### src/rtl/enigma_rotor_cipher.sv
// Ten-byte rotor cipher: shifts letters A..Z by the sum of three odometer rotors
// plus a 5-bit key, one byte per cycle, and presents the block on one pulse.
module enigma_rotor_cipher (
  input  logic        clk,
  input  logic        rst,
  input  logic [79:0] plainIn,
  input  logic        start,
  input  logic        mode,
  input  logic [7:0]  sw,
  input  logic        rotorClr,
  output logic [79:0] cipherOut,
  output logic        sendFlag,
  output logic        busy,
  output logic [14:0] rotorPos
);

  localparam logic [1:0] IDLE = 2'd0;
  localparam logic [1:0] ENC  = 2'd1;
  localparam logic [1:0] DONE = 2'd2;

  logic [1:0]  state_r;
  logic [3:0]  byteIdx_r;
  logic [79:0] data_r;
  logic        mode_r;
  logic [4:0]  key_r;
  logic [4:0]  rotor0_r;
  logic [4:0]  rotor1_r;
  logic [4:0]  rotor2_r;

  logic [7:0]  curByte_s;
  logic        isLetter_s;
  logic [4:0]  pIdx_s;
  logic [6:0]  offset_s;
  logic [4:0]  offMod_s;
  logic [5:0]  encSum_s;
  logic [4:0]  shifted_s;
  logic [7:0]  outByte_s;
  logic        unusedSw_s;

  assign unusedSw_s = ^sw[7:5];
  assign rotorPos   = {rotor2_r, rotor1_r, rotor0_r};

  // Substitute the byte at the head of the working register using current rotors
  always_comb begin
    curByte_s  = data_r[79:72];
    isLetter_s = (curByte_s >= 8'h41) && (curByte_s <= 8'h5A);
    pIdx_s     = 5'(curByte_s - 8'h41);
    offset_s   = {2'b00, rotor0_r} + {2'b00, rotor1_r} + {2'b00, rotor2_r} + {2'b00, key_r};
    offMod_s   = 5'(offset_s % 7'd26);
    encSum_s   = {1'b0, pIdx_s} + {1'b0, offMod_s};
    shifted_s  = 5'd0;
    outByte_s  = curByte_s;
    if (isLetter_s) begin
      if (mode_r) begin
        if (pIdx_s >= offMod_s) begin
          shifted_s = pIdx_s - offMod_s;
        end else begin
          shifted_s = 5'({1'b0, pIdx_s} + 6'd26 - {1'b0, offMod_s});
        end
      end else begin
        if (encSum_s >= 6'd26) begin
          shifted_s = 5'(encSum_s - 6'd26);
        end else begin
          shifted_s = encSum_s[4:0];
        end
      end
      outByte_s = 8'h41 + {3'b000, shifted_s};
    end else begin
      outByte_s = curByte_s;
    end
  end

  // Control FSM, byte assembly (results shift in behind the plaintext) and rotor stepping
  always_ff @(posedge clk) begin
    if (rst) begin
      state_r   <= IDLE;
      byteIdx_r <= 4'd0;
      data_r    <= 80'd0;
      mode_r    <= 1'b0;
      key_r     <= 5'd0;
      rotor0_r  <= 5'd0;
      rotor1_r  <= 5'd0;
      rotor2_r  <= 5'd0;
      cipherOut <= 80'd0;
      sendFlag  <= 1'b0;
      busy      <= 1'b0;
    end else begin
      case (state_r)
        IDLE: begin
          sendFlag <= 1'b0;
          if (rotorClr) begin
            rotor0_r <= 5'd0;
            rotor1_r <= 5'd0;
            rotor2_r <= 5'd0;
          end
          if (start) begin
            data_r    <= plainIn;
            mode_r    <= mode;
            key_r     <= sw[4:0];
            byteIdx_r <= 4'd0;
            busy      <= 1'b1;
            state_r   <= ENC;
          end
        end
        ENC: begin
          data_r <= {data_r[71:0], outByte_s};
          if (isLetter_s) begin
            if (rotor0_r == 5'd25) begin
              rotor0_r <= 5'd0;
              if (rotor1_r == 5'd25) begin
                rotor1_r <= 5'd0;
                rotor2_r <= (rotor2_r == 5'd25) ? 5'd0 : rotor2_r + 5'd1;
              end else begin
                rotor1_r <= rotor1_r + 5'd1;
              end
            end else begin
              rotor0_r <= rotor0_r + 5'd1;
            end
          end
          if (byteIdx_r == 4'd9) begin
            cipherOut <= {data_r[71:0], outByte_s};
            sendFlag  <= 1'b1;
            state_r   <= DONE;
          end else begin
            byteIdx_r <= byteIdx_r + 4'd1;
          end
        end
        DONE: begin
          sendFlag <= 1'b0;
          busy     <= 1'b0;
          state_r  <= IDLE;
        end
        default: begin
          sendFlag <= 1'b0;
          busy     <= 1'b0;
          state_r  <= IDLE;
        end
      endcase
    end
  end

endmodule

### config.mk
export PLATFORM = sky130hd
export DESIGN_NAME = enigma_rotor_cipher
export DESIGN_NICKNAME = d
export VERILOG_FILES = /design/src/rtl/enigma_rotor_cipher.sv
export SDC_FILE = /design/constraint.sdc
export NUM_CORES = 1
export LEC_CHECK = 0
export CORE_MARGIN = 2
export CORE_UTILIZATION = 51
export CTS_CLUSTER_DIAMETER = 200
export DETAILED_ROUTE_END_ITERATION = 10
export PLACE_DENSITY = 0.81
export SYNTH_ARGS = -nofsm -noshare
export SYNTH_HDL_FRONTEND = slang
export SYNTH_SLANG_ARGS = --single-unit
### constraint.sdc
create_clock -name clk -period 8.65 [get_ports clk]
set_clock_uncertainty 0.2 [all_clocks]
set_input_delay 0.865 -clock clk [delete_from_list [all_inputs] [get_ports clk]]
set_output_delay 0.865 -clock clk [all_outputs]
set_load 0.02 [all_outputs]
Yosys cells after proc, flatten, opt, wreduce, memory -nomap -nowiden
Index checks and enable logic that the tools add are counted.
- flip-flop bits (word level): 189
- input port bits: 93
- div/mod/pow operators: 1
- $add $sub $neg: 14
- $lt $le $gt $ge: 4
- mux-type cells: 28
- reduce and logical (&&, ||, !) cells: 13
- eq/ne operators: 12
- bitwise logic cells: 1
- operators by type and width (kind ; number):
    one-hot mux 80 bit (2 select lines) ; 1
    2-to-1 mux 80 bit ; 1
    2-to-1 mux 5 bit ; 14
    one-hot mux 5 bit (2 select lines) ; 3
    adder 5 x 1 -> 5 bit, second input constant ; 3
    == test 5 bit, second input constant ; 3
    != test 2 bit, second input constant ; 7
    adder 5 x 5 -> 6 bit ; 2
    AND reduction 2 bit ; 5
    subtractor 5 bit ; 2
    adder 7 x 5 -> 8 bit, first input constant ; 1
    >= comparator 8 x 7 -> 1 bit, second input constant ; 1
    <= comparator 8 x 7 -> 1 bit, second input constant ; 1
    2-to-1 mux 4 bit ; 2
    2-to-1 mux 8 bit ; 1
    one-hot mux 4 bit (2 select lines) ; 1
    adder 6 x 5 -> 7 bit ; 1
    adder 7 x 5 -> 7 bit ; 1
    remainder unit 7 x 5 -> 7 bit, second input constant ; 1
    >= comparator 6 x 5 -> 1 bit, second input constant ; 1
    AND reduction 3 bit ; 2
    adder 5 bit, second input constant ; 1
    >= comparator 5 bit ; 1
    AND reduction 5 bit ; 1
    15 further kinds ; 16

Longest topological paths before layout
- depth after elaboration: 12
- mapped depth: 38
- mapped depth without buffers: 35

Worst setup path before layout
No wires, ideal clock.
- path kind: register -> register
- start: register rotor0_r[3]
- end: register cipherOut[4]
- slack: 0.834 ns
- buffers on the path: 2
- cell stages (with the launch flop): 36
- data required time: 8.313 ns
- arrival time: 7.479 ns
- setup time: 0.137 ns
- cells stage by stage: dfxtp_1 -> inv_1 -> fa_1 -> fa_1 -> inv_1 -> ha_1 -> a21oi_1 -> and3_1 -> nor2_1 -> inv_1 -> ha_1 -> a21oi_1 -> o21a_1 -> or4b_1 -> o311a_1 -> buf_6 -> buf_6 -> a21oi_1 -> nor2_1 -> a21oi_1 -> ha_1 -> o21ai_0 -> nand2_1 -> a222oi_1 -> o21ai_2 -> xnor2_1 -> ha_1 -> a21o_1 -> a21oi_1 -> xnor2_1 -> a31oi_1 -> mux2_2 -> mux2i_1 -> a311oi_1 -> a221oi_1 -> a211oi_1
- cells in the longest elaborated chain, start to end: 11
- elaborated cells between the ends (all ways): 16
- RTL lines (item ; line ; RTL):
    start, declared ; 26 ; logic [4:0] rotor0_r;
    start signal, assigned ; 117 ; rotor0_r <= rotor0_r + 5'd1;
    adder 5 x 5 -> 6 bit * ; 48 ; offset_s = {2'b00, rotor0_r} + {2'b00, rotor1_r} + {2'b00, rotor2_r} + {2'b00, key_r};
    adder 6 x 5 -> 7 bit * ; 48 ;
    adder 7 x 5 -> 7 bit * ; 48 ;
    remainder unit 7 x 5 -> 7 bit * ; 49 ; offMod_s = 5'(offset_s % 7'd26);
    adder 5 x 5 -> 6 bit ; 50 ; encSum_s = {1'b0, pIdx_s} + {1'b0, offMod_s};
    subtractor 5 bit / >= comparator 6 x 5 -> 1 bit (equally long branches) ; 62, 61 ;
    2-to-1 mux 5 bit ; 61 ; if (encSum_s >= 6'd26) begin
    2-to-1 mux 5 bit * ; 54 ; if (mode_r) begin
    2-to-1 mux 5 bit * ; 53 ; if (isLetter_s) begin
    adder 7 x 5 -> 8 bit * ; 67 ; outByte_s = 8'h41 + {3'b000, shifted_s};
    2-to-1 mux 8 bit * ; 53 ;
    end signal, assigned ; 121 ; cipherOut <= {data_r[71:0], outByte_s};
    end, declared ; 11 ; output logic [79:0] cipherOut,
Every way passes the cells marked *; elsewhere a longest branch is shown, timed or not. The select of a mux whose other input is x is not followed.
A chain may end at the register's enable or synchronous reset.

Worst setup path in the final report
Same ends and word-level chain as after synthesis.

==> impl_metrics.json <==
{
  "slew_headroom": 0.250,
  "dpl.hpwl_um": 17800,
  "cts_buffer_depth": 2,
  "hold_viol_final": 0,
  "yosysWarnings": 0,
  "core_area_um2": 18000,
  "internal-power_w": 0.00156,
  "area_growth_pct": 27.1,
  "status": "complete, no violations",
  "grt_pass1_wl_um": 41800,
  "root_buffer": "clkbuf_16",
  "p_sw_frac": 0.313,
  "grt_pass1_vias": 8384,
  "avgSynthCellArea_um2": 7.80,
  "initial_core_util": 0.521,
  "dr.pass1.iters": 5,
  "synthCells": 1204,
  "cp_slowest_cell": "fa_1",
  "synth_cell_types": 63,
  "rows": 49,
  "synthFlopType": "dfxtp_1",
  "path_class": "reg -> reg",
  "drv_cap": 0,
  "die_height_um": 140,
  "slowest_delay_ns": 0.55,
  "combPwrFrac": 0.265,
  "synth_top_area_share": 0.403,
  "die-area_um2": 19500,
  "cts_tree": "yes",
  "htree_levels": 4,
  "nNetsFinal": 1487,
  "synth-edff-count": 0,
  "grt_max_degree": 108,
  "num_io_pins": 190,
  "clk_pin_slew_ns": 0.07,
  "routedWlPerCell_um": 16.6,
  "finalCritPeriodShare": 0.942,
  "seq_power_share": 0.421,
  "drt_iter0_drc": 732,
  "clock_latency_ns": 0.43,
  "cts_sinks": 189,
  "p_per_area_nw_per_um2": 191,
  "setup_violations": 0,
  "port_buffers": 186,
  "synth_seq_cells": 189,
  "crit_fanout": 8,
  "period_minus_slack_ns": 8.15,
  "yosys.area.top_type": "dfxtp_1",
  "postCtsHoldBufs": 0,
  "post_dp_cell_area_um2": 11300,
  "antenna_found_initial": 1,
  "worst_slack_ns": 0.505,
  "leakage_nw": 4.39,
  "die_w_um": 140,
  "start_kind": "flop",
  "fmax_mhz": 123,
  "overflow": 0,
  "synth-async-reset-ratio": 0,
  "vias": 8959,
  "worst_pin_slew_ns": 1.13,
  "yosysSeqAreaShare": 0.403,
  "peakVddDrop_v": 0.000160,
  "place_congestion": 0.916,
  "place_ws_ns": 0.132,
  "drive_above_1_share": 0.0533,
  "required_ns": 8.71,
  "postLayoutCellArea_um2": 11900,
  "report.final.slew_viol_count": 0,
  "pwr-share-clk": 0.314,
  "min_path_type": "reg -> reg",
  "cts_buffers": 17,
  "grt_use_total": 0.261,
  "vias_per_cell": 5.67,
  "drc_errors": 0,
  "critPathArrivalTime_ns": 8.21,
  "wirelength_um": 26200,
  "synth_area_um2": 9390,
  "syn_nets": 1349,
  "detail-route-antenna-nets": 0,
  "synthTopCellsByArea": "dfxtp_1 40%, nand2_1 14%, a311oi_1 7.2%, a21oi_1 6.0%, ha_1 5.1%",
  "p_switching_w": 0.000711,
  "end_kind": "flop"
}
## cell usage after synthesis, types with 3 or more instances
cell      number
clkbuf_1      69
nand3_1       15
xnor2_1       17
a22oi_1        7
mux2i_1        9
xor2_1        12
a31oi_1        7
nand2b_1       7
nor2_1       116
fa_1          14
o22ai_1        3
and3_1         4
nor3_1        16
inv_1         36
ha_1          38
a221oi_1       3
buf_1         12
nor2b_1        3
o21ai_0       15
dfxtp_1      189
nand4_1       10
a311oi_1      77
a21oi_1      112
a21o_1         8
o211ai_1       4
o21a_1         4
nand2_1      344
a211oi_1       7
## kinds of logic after synthesis
kind of cell,count (synthesis),synth area share
buf+inv,120,0.0497
compound gates,272,0.198
fa+ha+maj,53,0.0817
simple gates,530,0.228
flops,189,0.403
mux,10,0.0108
xor+xnor,30,0.0288
## stage by stage
step	setup TNS [ns]	util	std cells	hold WS, ns	power [W]
floorplan	0	-	1204	0.236	0.00137
global placement	0	0.628	1548	0.242	0.00153
detailed placement	0	0.628	1548	0.246	0.00154
CTS	0	0.658	1576	0.255	0.00225
global route	-0.0237	0.662	1581	0.270	0.00239
finish	0	0.662	1581	0.253	0.00227
## power by group through the flow
stage	sequential, W	clock (W)	combinational [W]
final	0.000957	0.000715	0.000602
after detailed placement	0.000975	0	0.000570
after global routing	0.000962	0.000759	0.000669
after global placement	0.000974	0	0.000555
after CTS	0.000956	0.000723	0.000573
after floorplan	0.000961	0	0.000413
## registers in the layout, indices dropped and copies added, names as in the netlist, 2 cells and up
signal     flops
data_r        80
state_r        2
cipherOut     80
key_r          5
rotor0_r       5
rotor2_r       5
rotor1_r       5
byteIdx_r      4
## area by class of cell
type	instances	area [um^2]
sequential	189	3780
tap	229	287
antenna	1	2.50
fill	1495	6090
clock buffer	20	467
inverter	36	135
multi-input combinational	895	5200
clock inverter	8	62.6
timing repair buffer	203	1990
## what timing repair did
item | in CTS | in global routing
endpoints found under the setup margin | 0 | 10
buffers inserted | 0 | 4
resized for setup | 0 | 12
## final timing paths
check / from / end / slack, ns / cells past startpoint
max: rotor0_r[3] / cipherOut[4] / 0.50 / 35
min: cipherOut[40] / cipherOut[40] / 0.25 / 2
max reg2reg: rotor0_r[3] / cipherOut[4] / 0.50 / 35
min reg2reg: cipherOut[40] / cipherOut[40] / 0.25 / 2
## per-layer routing
layer	wire length, um	share of wire	vias to the layer above	GRT usage
li1	-	-	4404	-
met1	11100	0.42	4173	0.336
met2	12200	0.47	328	0.417
met3	2030	0.077	54	0.0661
met4	899	0.034	0	0.112
met5	0	0	-	0
## critical path, delay by kind of cell (launching register included)
family / cells / cell delay [ns]
fa+ha+maj: 6 / 2.28
mux: 1 / 0.14
xor+xnor: 1 / 0.28
simple gates: 8 / 1.28
compound gates: 14 / 2.78
flops: 1 / 0.38
buf+inv: 5 / 0.62
## cell usage in the layout, fill, tap and decap left out, types with 7 or more instances in the layout
| cell type | n |
|---|---|
| nand2_1 | 342 |
| dfxtp_1 | 189 |
| clkdlybuf4s50_1 | 185 |
| nor2_1 | 113 |
| a21oi_1 | 110 |
| a311oi_1 | 77 |
| inv_1 | 36 |
| ha_1 | 36 |
| xnor2_1 | 17 |
| clkbuf_16 | 17 |
| buf_4 | 17 |
| nor3_1 | 16 |
| nand3_1 | 15 |
| o21ai_0 | 14 |
| fa_1 | 14 |
| xor2_1 | 12 |
| nand4_1 | 10 |
| a21o_1 | 8 |
| mux2i_1 | 8 |
| a22oi_1 | 7 |
| a211oi_1 | 7 |
Power figures use the tool's default switching activity.
